## config.mk

```make
export PLATFORM = sky130hd
export DESIGN_NAME = sseg_display_ctrl_flat
export DESIGN_NICKNAME = d
export VERILOG_FILES = /design/src/rtl/sseg_display_ctrl_if.sv /design/src/rtl/sseg_display_ctrl.sv /design/src/flat_wrapper.sv
export SDC_FILE = /design/constraint.sdc
export NUM_CORES = 1
export LEC_CHECK = 0
export ABC_CLOCK_PERIOD_IN_PS = 2600
export BUFFER_PORTS_ARGS = -buffer_cell sky130_fd_sc_hd__buf_2
export CORE_MARGIN = 2
export CORE_UTILIZATION = 50
export DETAILED_ROUTE_END_ITERATION = 6
export PLACE_DENSITY_LB_ADDON = 0.12
export RECOVER_POWER = 100
export SETUP_SLACK_MARGIN = 0.3
export SLEW_MARGIN = 15
export SYNTH_ARGS = -nofsm -noshare
export SYNTH_HDL_FRONTEND = slang
export SYNTH_SLANG_ARGS = --single-unit
export TNS_END_PERCENT = 1
```

## constraint.sdc

```tcl
create_clock -name clk -period 2.6 [get_ports clk]
set_input_delay 0.39 -clock clk [delete_from_list [all_inputs] [get_ports clk]]
set_output_delay 0.39 -clock clk [all_outputs]
set_load 0.02 [all_outputs]
```

## src/rtl/sseg_display_ctrl_if.sv

```systemverilog
// Load/result bundle between a host and the seven-segment display controller.
interface sseg_display_ctrl_if #(
  parameter int DIGITS = 4,
  parameter int WIDTH  = 14
);
  logic                  load;
  logic [WIDTH-1:0]      value;
  logic                  hex_mode;
  logic                  blank_lz;
  logic                  busy;
  logic                  done;
  logic                  ovf;
  logic [7*DIGITS-1:0]   seg;

  modport master (
    output load, value, hex_mode, blank_lz,
    input  busy, done, ovf, seg
  );

  modport slave (
    input  load, value, hex_mode, blank_lz,
    output busy, done, ovf, seg
  );
endinterface

```

## src/rtl/sseg_display_ctrl.sv

```systemverilog
// Multi-digit seven-segment controller: binary-to-BCD by shift-add-3 or hex pass-through,
// with leading-zero blanking and overflow dashes. Segments are active low, gfedcba.
//
//   state  | meaning
//   IDLE   | waiting for load; seg/ovf hold last result
//   CONV   | one double-dabble iteration per cycle, WIDTH cycles
//   UPDATE | register seg/ovf, pulse done next cycle
module sseg_display_ctrl #(
  parameter int DIGITS = 4,
  parameter int WIDTH  = 14
) (
  input logic                clk,
  input logic                rst,
  sseg_display_ctrl_if.slave bus
);
  localparam int BW = 4 * DIGITS;
  localparam int EW = (WIDTH > BW) ? WIDTH : BW;
  localparam int CW = $clog2(WIDTH + 1);

  typedef enum logic [1:0] {IDLE, CONV, UPDATE} state_t;

  state_t              state, state_nxt;
  logic [WIDTH-1:0]    shreg;
  logic [BW-1:0]       bcd;
  logic [BW-1:0]       bcd_adj;
  logic [CW-1:0]       cnt;
  logic                hex_q;
  logic                blz_q;
  logic                ovf_acc;
  logic [7*DIGITS-1:0] seg_q;
  logic [7*DIGITS-1:0] seg_new;
  logic                ovf_q;
  logic                ovf_new;
  logic                done_q;
  logic [EW-1:0]       ext;
  logic [BW-1:0]       dig_vec;
  logic                seen;
  logic [3:0]          nib;

  function automatic logic [6:0] glyph(input logic [3:0] n);
    case (n)
      4'h0: glyph = 7'b1000000;
      4'h1: glyph = 7'b1111001;
      4'h2: glyph = 7'b0100100;
      4'h3: glyph = 7'b0110000;
      4'h4: glyph = 7'b0011001;
      4'h5: glyph = 7'b0010010;
      4'h6: glyph = 7'b0000010;
      4'h7: glyph = 7'b1111000;
      4'h8: glyph = 7'b0000000;
      4'h9: glyph = 7'b0011000;
      4'hA: glyph = 7'b0001000;
      4'hB: glyph = 7'b0000011;
      4'hC: glyph = 7'b1000110;
      4'hD: glyph = 7'b0100001;
      4'hE: glyph = 7'b0000110;
      default: glyph = 7'b0001110;
    endcase
  endfunction

  always_ff @(posedge clk) begin
    if (rst) state <= IDLE;
    else     state <= state_nxt;
  end

  always_comb begin
    state_nxt = state;
    case (state)
      IDLE:    if (bus.load) state_nxt = bus.hex_mode ? UPDATE : CONV;
      CONV:    if (cnt == CW'(1)) state_nxt = UPDATE;
      UPDATE:  state_nxt = IDLE;
      default: state_nxt = IDLE;
    endcase
  end

  always_comb begin
    bcd_adj = bcd;
    for (int i = 0; i < DIGITS; i++) begin
      if (bcd[4*i +: 4] >= 4'd5) bcd_adj[4*i +: 4] = bcd[4*i +: 4] + 4'd3;
    end

    ext     = EW'(shreg);
    dig_vec = hex_q ? ext[BW-1:0] : bcd;
    ovf_new = hex_q ? |(ext >> BW) : ovf_acc;

    // Scan from the top so everything above the first nonzero digit can blank.
    seen    = 1'b0;
    nib     = 4'h0;
    seg_new = '1;
    for (int i = DIGITS - 1; i >= 0; i--) begin
      nib = dig_vec[4*i +: 4];
      if (nib != 4'h0 || i == 0) seen = 1'b1;
      if (ovf_new)             seg_new[7*i +: 7] = 7'b0111111;
      else if (blz_q && !seen) seg_new[7*i +: 7] = 7'b1111111;
      else                     seg_new[7*i +: 7] = glyph(nib);
    end
  end

  always_ff @(posedge clk) begin
    if (rst) begin
      shreg   <= '0;
      bcd     <= '0;
      cnt     <= '0;
      hex_q   <= 1'b0;
      blz_q   <= 1'b0;
      ovf_acc <= 1'b0;
      seg_q   <= '1;
      ovf_q   <= 1'b0;
      done_q  <= 1'b0;
    end else begin
      done_q <= 1'b0;
      case (state)
        IDLE: begin
          if (bus.load) begin
            shreg   <= bus.value;
            hex_q   <= bus.hex_mode;
            blz_q   <= bus.blank_lz;
            bcd     <= '0;
            ovf_acc <= 1'b0;
            cnt     <= CW'(WIDTH);
          end
        end
        CONV: begin
          bcd     <= {bcd_adj[BW-2:0], shreg[WIDTH-1]};
          shreg   <= shreg << 1;
          ovf_acc <= ovf_acc | bcd_adj[BW-1];
          cnt     <= cnt - CW'(1);
        end
        UPDATE: begin
          seg_q  <= seg_new;
          ovf_q  <= ovf_new;
          done_q <= 1'b1;
        end
        default: ;
      endcase
    end
  end

  assign bus.busy = (state != IDLE);
  assign bus.done = done_q;
  assign bus.ovf  = ovf_q;
  assign bus.seg  = seg_q;
endmodule

```

## src/flat_wrapper.sv

```systemverilog
// flat-port wrapper written by rule: the top's interface ports become plain ports
module sseg_display_ctrl_flat 
#(
  parameter int DIGITS = 4,
  parameter int WIDTH  = 14
)
  (clk, rst, bus_load, bus_value, bus_hex_mode, bus_blank_lz, bus_busy, bus_done, bus_ovf, bus_seg);
  sseg_display_ctrl_if #(.DIGITS(DIGITS), .WIDTH(WIDTH)) bus_i ();
  input logic clk;
  input logic rst;
  input wire logic [$bits(bus_i.load)-1:0] bus_load;
  input wire logic [$bits(bus_i.value)-1:0] bus_value;
  input wire logic [$bits(bus_i.hex_mode)-1:0] bus_hex_mode;
  input wire logic [$bits(bus_i.blank_lz)-1:0] bus_blank_lz;
  output wire logic [$bits(bus_i.busy)-1:0] bus_busy;
  output wire logic [$bits(bus_i.done)-1:0] bus_done;
  output wire logic [$bits(bus_i.ovf)-1:0] bus_ovf;
  output wire logic [$bits(bus_i.seg)-1:0] bus_seg;
  assign bus_i.load = bus_load;
  assign bus_i.value = bus_value;
  assign bus_i.hex_mode = bus_hex_mode;
  assign bus_i.blank_lz = bus_blank_lz;
  assign bus_busy = bus_i.busy;
  assign bus_done = bus_i.done;
  assign bus_ovf = bus_i.ovf;
  assign bus_seg = bus_i.seg;
  sseg_display_ctrl #(.DIGITS(DIGITS), .WIDTH(WIDTH)) u_core (.clk(clk), .rst(rst), .bus(bus_i));
endmodule
```

=== Yosys cells after proc, flatten, opt, wreduce, memory -nomap -nowiden ===
Memories as Yosys holds them, arrays and structs flattened.
Cells that the tools add are included.

* Logic and storage cells: 73
* RAM bits: 0
* Memories kept: 4
* Output and inout bits: 31
* Latch bits: 0
* Flip-flop bits (word level): 69
* Memory bits (read-only): 448

* Shift operators: 0
* $mul: 0
* Equality and inequality tests: 5
* Reduce and logical (&&, ||, !) cells: 15
* Magnitude comparators: 4
* Multiplexer cells: 29
* Div/mod/pow operators: 0
* Bitwise operators: 1
* $add $sub $neg: 5

{| class="wikitable"
|+ Memory list
! name !! depth !! width !! rd ports !! clocked after memory_dff !! write ports !! RTL line !! RTL
|-
| (no name shown) || 16 || 7 || 1 || 0 || 0 || sseg_display_ctrl.sv:41 || <nowiki>case (n)</nowiki>
|-
| (no name shown) || 16 || 7 || 1 || 0 || 0 || sseg_display_ctrl.sv:41 ||
|-
| (no name shown) || 16 || 7 || 1 || 0 || 0 || sseg_display_ctrl.sv:41 ||
|-
| (no name shown) || 16 || 7 || 1 || 0 || 0 || sseg_display_ctrl.sv:41 ||
|}

{| class="wikitable"
|+ Operator list
! cell !! count
|-
| $mux W7 || 7
|-
| $mux W16 || 2
|-
| $pmux W16 S2 || 1
|-
| $pmux W14 S2 || 1
|-
| $mux W4 || 5
|-
| $add A4 B2 Y4 const B || 4
|-
| $ge A4 B3 Y1 const B || 4
|-
| $mux W14 || 1
|-
| $reduce_bool A4 Y1 || 3
|-
| $pmux W4 S2 || 1
|-
| $mux W1 || 6
|-
| $mux W2 || 3
|-
| $reduce_and A2 Y1 || 3
|-
| $eq A4 B1 Y1 const B || 1
|-
| $pmux W2 S2 || 1
|-
| $reduce_bool A2 Y1 || 2
|-
| $sub A4 B1 Y4 const B || 1
|-
| $logic_and A1 B1 Y1 || 3
|-
| $logic_not A1 Y1 || 3
|-
| $eq A2 B1 Y1 const B || 1
|-
| $eq A2 B2 Y1 const B || 1
|-
| $logic_not A2 Y1 || 1
|-
| $ne A2 B1 Y1 const B || 1
|-
| $ne A2 B2 Y1 const B || 1
|-
| 2 further kinds || 2
|}

=== Logic depth before layout (Yosys ltp) ===
* Depth in word-level cells: 9
* Depth in mapped cells: 12
* Gate-level depth less buffers: 9

=== Least setup slack after synthesis ===
OpenSTA, ideal clock, no wires.

* Path kind: reg2reg
* From: register u_core.hex_q
* To: register u_core.seg_q[24], in the netlist u_core.bus.seg[24]
* Slack: 302 ps
* Stages on the path, launching flop included: 13
* Clock period less this slack: 2298 ps
* Path buffers: 3
* Setup time: 120 ps
* Arrival: 2178 ps
* Cells stage by stage: dfxtp_1 > buf_6 > buf_6 > buf_4 > nand2_1 > o21ai_1 > inv_1 > ha_1 > mux2i_1 > a311o_1 > o21ai_0 > a31oi_1 > or2_1

* Longest elaborated chain between the ends: 7

{| class="wikitable"
|+ RTL lines
! item !! RTL line !! RTL
|-
| start, declared || sseg_display_ctrl.sv:27 || <nowiki>logic hex_q;</nowiki>
|-
| start signal, assigned || sseg_display_ctrl.sv:116 || <nowiki>hex_q <= bus.hex_mode;</nowiki>
|-
| parallel branches: the longest is 6 deep, another holds $mem_v2 Z16 W7 || -- ||
|-
| $mux W7 * || sseg_display_ctrl.sv:93 || <nowiki>if (ovf_new) seg_new[7*i +: 7] = 7'b0111111;</nowiki>
|-
| end signal, assigned || sseg_display_ctrl.sv:130 || <nowiki>seg_q <= seg_new;</nowiki>
|-
| end, declared || sseg_display_ctrl.sv:30 || <nowiki>logic [7*DIGITS-1:0] seg_q;</nowiki>
|}

Mark *: on every way between the ends.
A chain may end at the register's enable or synchronous reset.

=== Final worst setup path ===
* From: register u_core.hex_q
* To: register u_core.seg_q[7], in the netlist u_core.bus.seg[7]

* Longest elaborated chain between the ends: 9

{| class="wikitable"
|+ RTL lines
! item !! RTL line !! RTL
|-
| $mux W16 || sseg_display_ctrl.sv:83 || <nowiki>dig_vec = hex_q ? ext[BW-1:0] : bcd;</nowiki>
|-
| $reduce_bool A4 Y1 || sseg_display_ctrl.sv:92 || <nowiki>if (nib != 4'h0 || i == 0) seen = 1'b1;</nowiki>
|-
| $mux W1 (3 in a row) || sseg_display_ctrl.sv:92 ||
|-
| $logic_not A1 Y1 || sseg_display_ctrl.sv:94 || <nowiki>else if (blz_q && !seen) seg_new[7*i +: 7] = 7'b1111111;</nowiki>
|-
| $logic_and A1 B1 Y1 || sseg_display_ctrl.sv:94 ||
|-
| $mux W7 || sseg_display_ctrl.sv:94 ||
|-
| $mux W7 * || sseg_display_ctrl.sv:93 ||
|}

Mark *: on every way between the ends. The rest lies on a longest branch, timed or not.

==> summary.md <==
| Metric | Value |
|---|---|
| Critical path type | `reg -> reg` |
| Met2 Use GR | `0.4026` |
| Clk root buf | `clkbuf_8` |
| P&R area growth vs syn | `10.35%` |
| Gr busiest metal | `met2` |
| Top-area cell type share of the netlist area | `0.3303` |
| Final hold violation count | `0` |
| Die Area | `9111 um^2` |
| Slew Viols, Final | `0` |
| Design Area, Final | `4614 um^2` |
| Grt met1 use | `0.2947` |
| HP Start | `bus_value[0]` |
| Worst Setup End Kind | `flip-flop` |
| Port Buffer Count | `49` |
| Placed wire-length estimate | `7141 um` |
| Nets | `616` |
| Starting DRT DRC Count | `190` |
| VDD IR max | `276.3 uV` |
| R2R Path Start | `u_core.hex_q` |
| DP Worst Slack | `259.0 ps` |
| Dpl cell area | `4506 um^2` |
| Final setup viols | `0` |
| Routed vias/inst | `5.650` |
| Vias in the first global route | `3480` |
| P_leak | `1.771 nW` |
| Crit path max fanout | `17` |
| Antenna violations before repair | `0` |
| Post-synth top cells | `dfxtp_1, nor2_1, nand2_1, a21oi_1, ha_1` |
| Status | `complete, no violations` |
| Antenna-violating nets left | `0` |
| R2R depth | `7` |
| Cell taking the most area after synthesis | `dfxtp_1` |
| Synth Instances | `522` |
| Fmax | `432.7 MHz` |
| Cts bufs inserted | `9` |
| Synth unique cells | `55` |
| CP required | `2830 ps` |
| GR Overflow Total | `0` |
| Worst-Skew Late Latency | `340 ps` |
| Share of cells above drive strength 1 | `0.1129` |
| M3 GR Usage | `0.04111` |
| CTS hold repair buffers | `0` |
| Worst setup SP type | `flip-flop` |
| Slew @ Worst Pin | `963.5 ps` |
| CP Data Arrival Time | `2540 ps` |
| Crit path from | `u_core.hex_q` |
| Sequential element share of the synthesized area | `0.3303` |
| Setup TNS | `0 ps` |
| RSZ-0062 raised after global routing | `true` |
| Cell with the most instances after synthesis | `dfxtp_1` |
| Wirelength, routed | `9996 um` |
| Slew HR | `0.3573` |
| Antenna Cells | `0` |
| Hold Path Stages | `3` |
| RD Place Congestion | `0.9270` |
| CTS tree | `yes` |
| Die Y | `95.45 um` |
| YS warnings | `0` |
| All-Layer GR Usage | `0.2331` |
| Sink Count | `69` |
| Row count | `33` |
| Clock Skew | `7.792 ps` |
| Clock slew seen by the registers of the worst setup and hold paths | `70 ps` |
| Syn nets | `574` |
| Hold/Removal Path Class | `in -> reg` |
| Synth Area per Inst | `8.011 um^2` |
| Synth Flop Type | `dfxtp_1` |
| CTS H-tree lvls | `3` |
| Chip width | `95.45 um` |
| Min cycle time layout | `2311 ps` |
| Avg WL per Cell | `14.88 um` |
| Vias | `3797` |
| Num ports | `50` |
| Final Cycle Share | `0.8889` |
| DRC viols | `0` |
| Async SR Flop Fraction | `0` |
| Post-CTS Setup Bufs | `0` |
| MaxCap Viol Count | `0` |
| Worst setup margin | `288.8 ps` |
| Initial DRT Pass Iterations | `4` |
| Core Area | `8175 um^2` |
| Pwr Density | `508.3 nW/um^2` |
| Top cells by area, synth | `dfxtp_1, ha_1, nor2_1` |
| Maximum clock path buffer count | `2` |
| Starting density of the core | `0.5115` |
| Synthesized cell area | `4182 um^2` |
| First-pass GRT wire length | `16640 um` |
| Largest net degree at the start of global routing | `54` |
| Synth Register Bits | `69` |
| Post-synth EDFFs | `0` |
[final timing paths]
check,endpoint,slack (ps)
max,u_core.bus.seg[7],290
min reg2reg,u_core.bus.seg[26],460
min,u_core.shreg[0],290
max reg2reg,u_core.bus.seg[7],290
[flip-flops by register name, indices dropped and copies added, names as in the netlist]
register and count:
u_core.bcd 16, u_core.blz_q 1, u_core.bus.done 1, u_core.bus.ovf 1, u_core.bus.seg 28, u_core.cnt 4, u_core.hex_q 1, u_core.ovf_acc 1
u_core.shreg 14, u_core.state 2
[metal layers]
| layer | vias up | wire length, um |
|---|---|---|
| met3 | 10 | 417 |
| met4 | 0 | 121 |
| met5 | - | 0 |
| li1 | 1930 | - |
| met1 | 1781 | 4569 |
| met2 | 76 | 4888 |
[logic make-up (layout without fill, tap and decap cells)]
logic type	count (synthesis)	in the layout	share of synthesized area
xor+xnor	10	10	0.02094
flops	69	69	0.3303
buf+inv	51	96	0.05296
compound gates	146	146	0.2310
fa+ha+maj	33	33	0.09874
mux	22	22	0.06314
simple gates	191	191	0.2029
[area by class of cell]
type | instances | area [um^2]
fill | 811 | 3561
multi-input combinational | 402 | 2591
sequential | 69 | 1381
timing repair buffer | 61 | 285.3
clock buffer | 11 | 131.4
tap | 105 | 131.4
inverter | 21 | 78.83
clock inverter | 3 | 15.01
[through the flow]
stage                 util  instances  total power, mW  hold WS (ps)
finish              0.5644        672            2.345         285.0
CTS                 0.5695        672            2.384         275.5
global placement    0.5511        658            1.652         440.9
detailed placement  0.5511        658            1.659         444.8
floorplan                -        522            1.527         445.4
global route        0.5644        672            2.483         291.3
[cells in the final DEF (no fill, tap or decap), types with 3 or more instances in the layout]
| cell type | Yosys | layout |
|---|---|---|
| a211oi_1 | 4 | 4 |
| a21o_1 | 3 | 3 |
| a21oi_1 | 47 | 47 |
| a221oi_1 | 4 | 4 |
| a22oi_1 | 4 | 4 |
| a311oi_1 | 15 | 15 |
| a31oi_1 | 10 | 10 |
| buf_2 | 9 | 18 |
| buf_4 | 1 | 9 |
| clkbuf_1 | 15 | 36 |
| clkbuf_8 | 0 | 9 |
| clkinv_2 | 0 | 3 |
| dfxtp_1 | 69 | 69 |
| ha_1 | 33 | 33 |
| inv_1 | 16 | 17 |
| inv_2 | 5 | 4 |
| mux2_2 | 6 | 5 |
| mux2i_1 | 9 | 8 |
| mux2i_2 | 5 | 5 |
| nand2_1 | 64 | 64 |
| nand2b_1 | 10 | 10 |
| nand3_1 | 20 | 20 |
| nor2_1 | 65 | 65 |
| nor2b_1 | 3 | 3 |
| nor3_1 | 16 | 16 |
| o211ai_1 | 4 | 4 |
| o21a_1 | 3 | 3 |
| o21ai_0 | 8 | 16 |
| o21ai_1 | 18 | 10 |
| o21bai_1 | 5 | 5 |
| o32a_1 | 3 | 3 |
| xnor2_1 | 6 | 6 |
| xor2_1 | 4 | 4 |
[worst max-delay path: stages (launching register included)]
cell     delay (ps)
dfxtp_1         500
buf_4           340
mux2i_2         390
inv_1           140
ha_1            250
nor3_1          230
nor3_1           70
o32a_1          270
[report_power, final]
group / internal (mW) / leakage (nW) / total (mW) / switching, mW
Combinational: 0.151 / 1.13 / 0.432 / 0.281
Clock: 0.332 / 0.0788 / 0.722 / 0.391
Sequential: 1.13 / 0.565 / 1.19 / 0.0589
[timing repair]
action,4_1_cts,5_1_grt
pin swaps,0,0
gates resized for setup,1,3
setup endpoints to repair,3,14
Note: power is estimated with default switching activity, not from simulation.
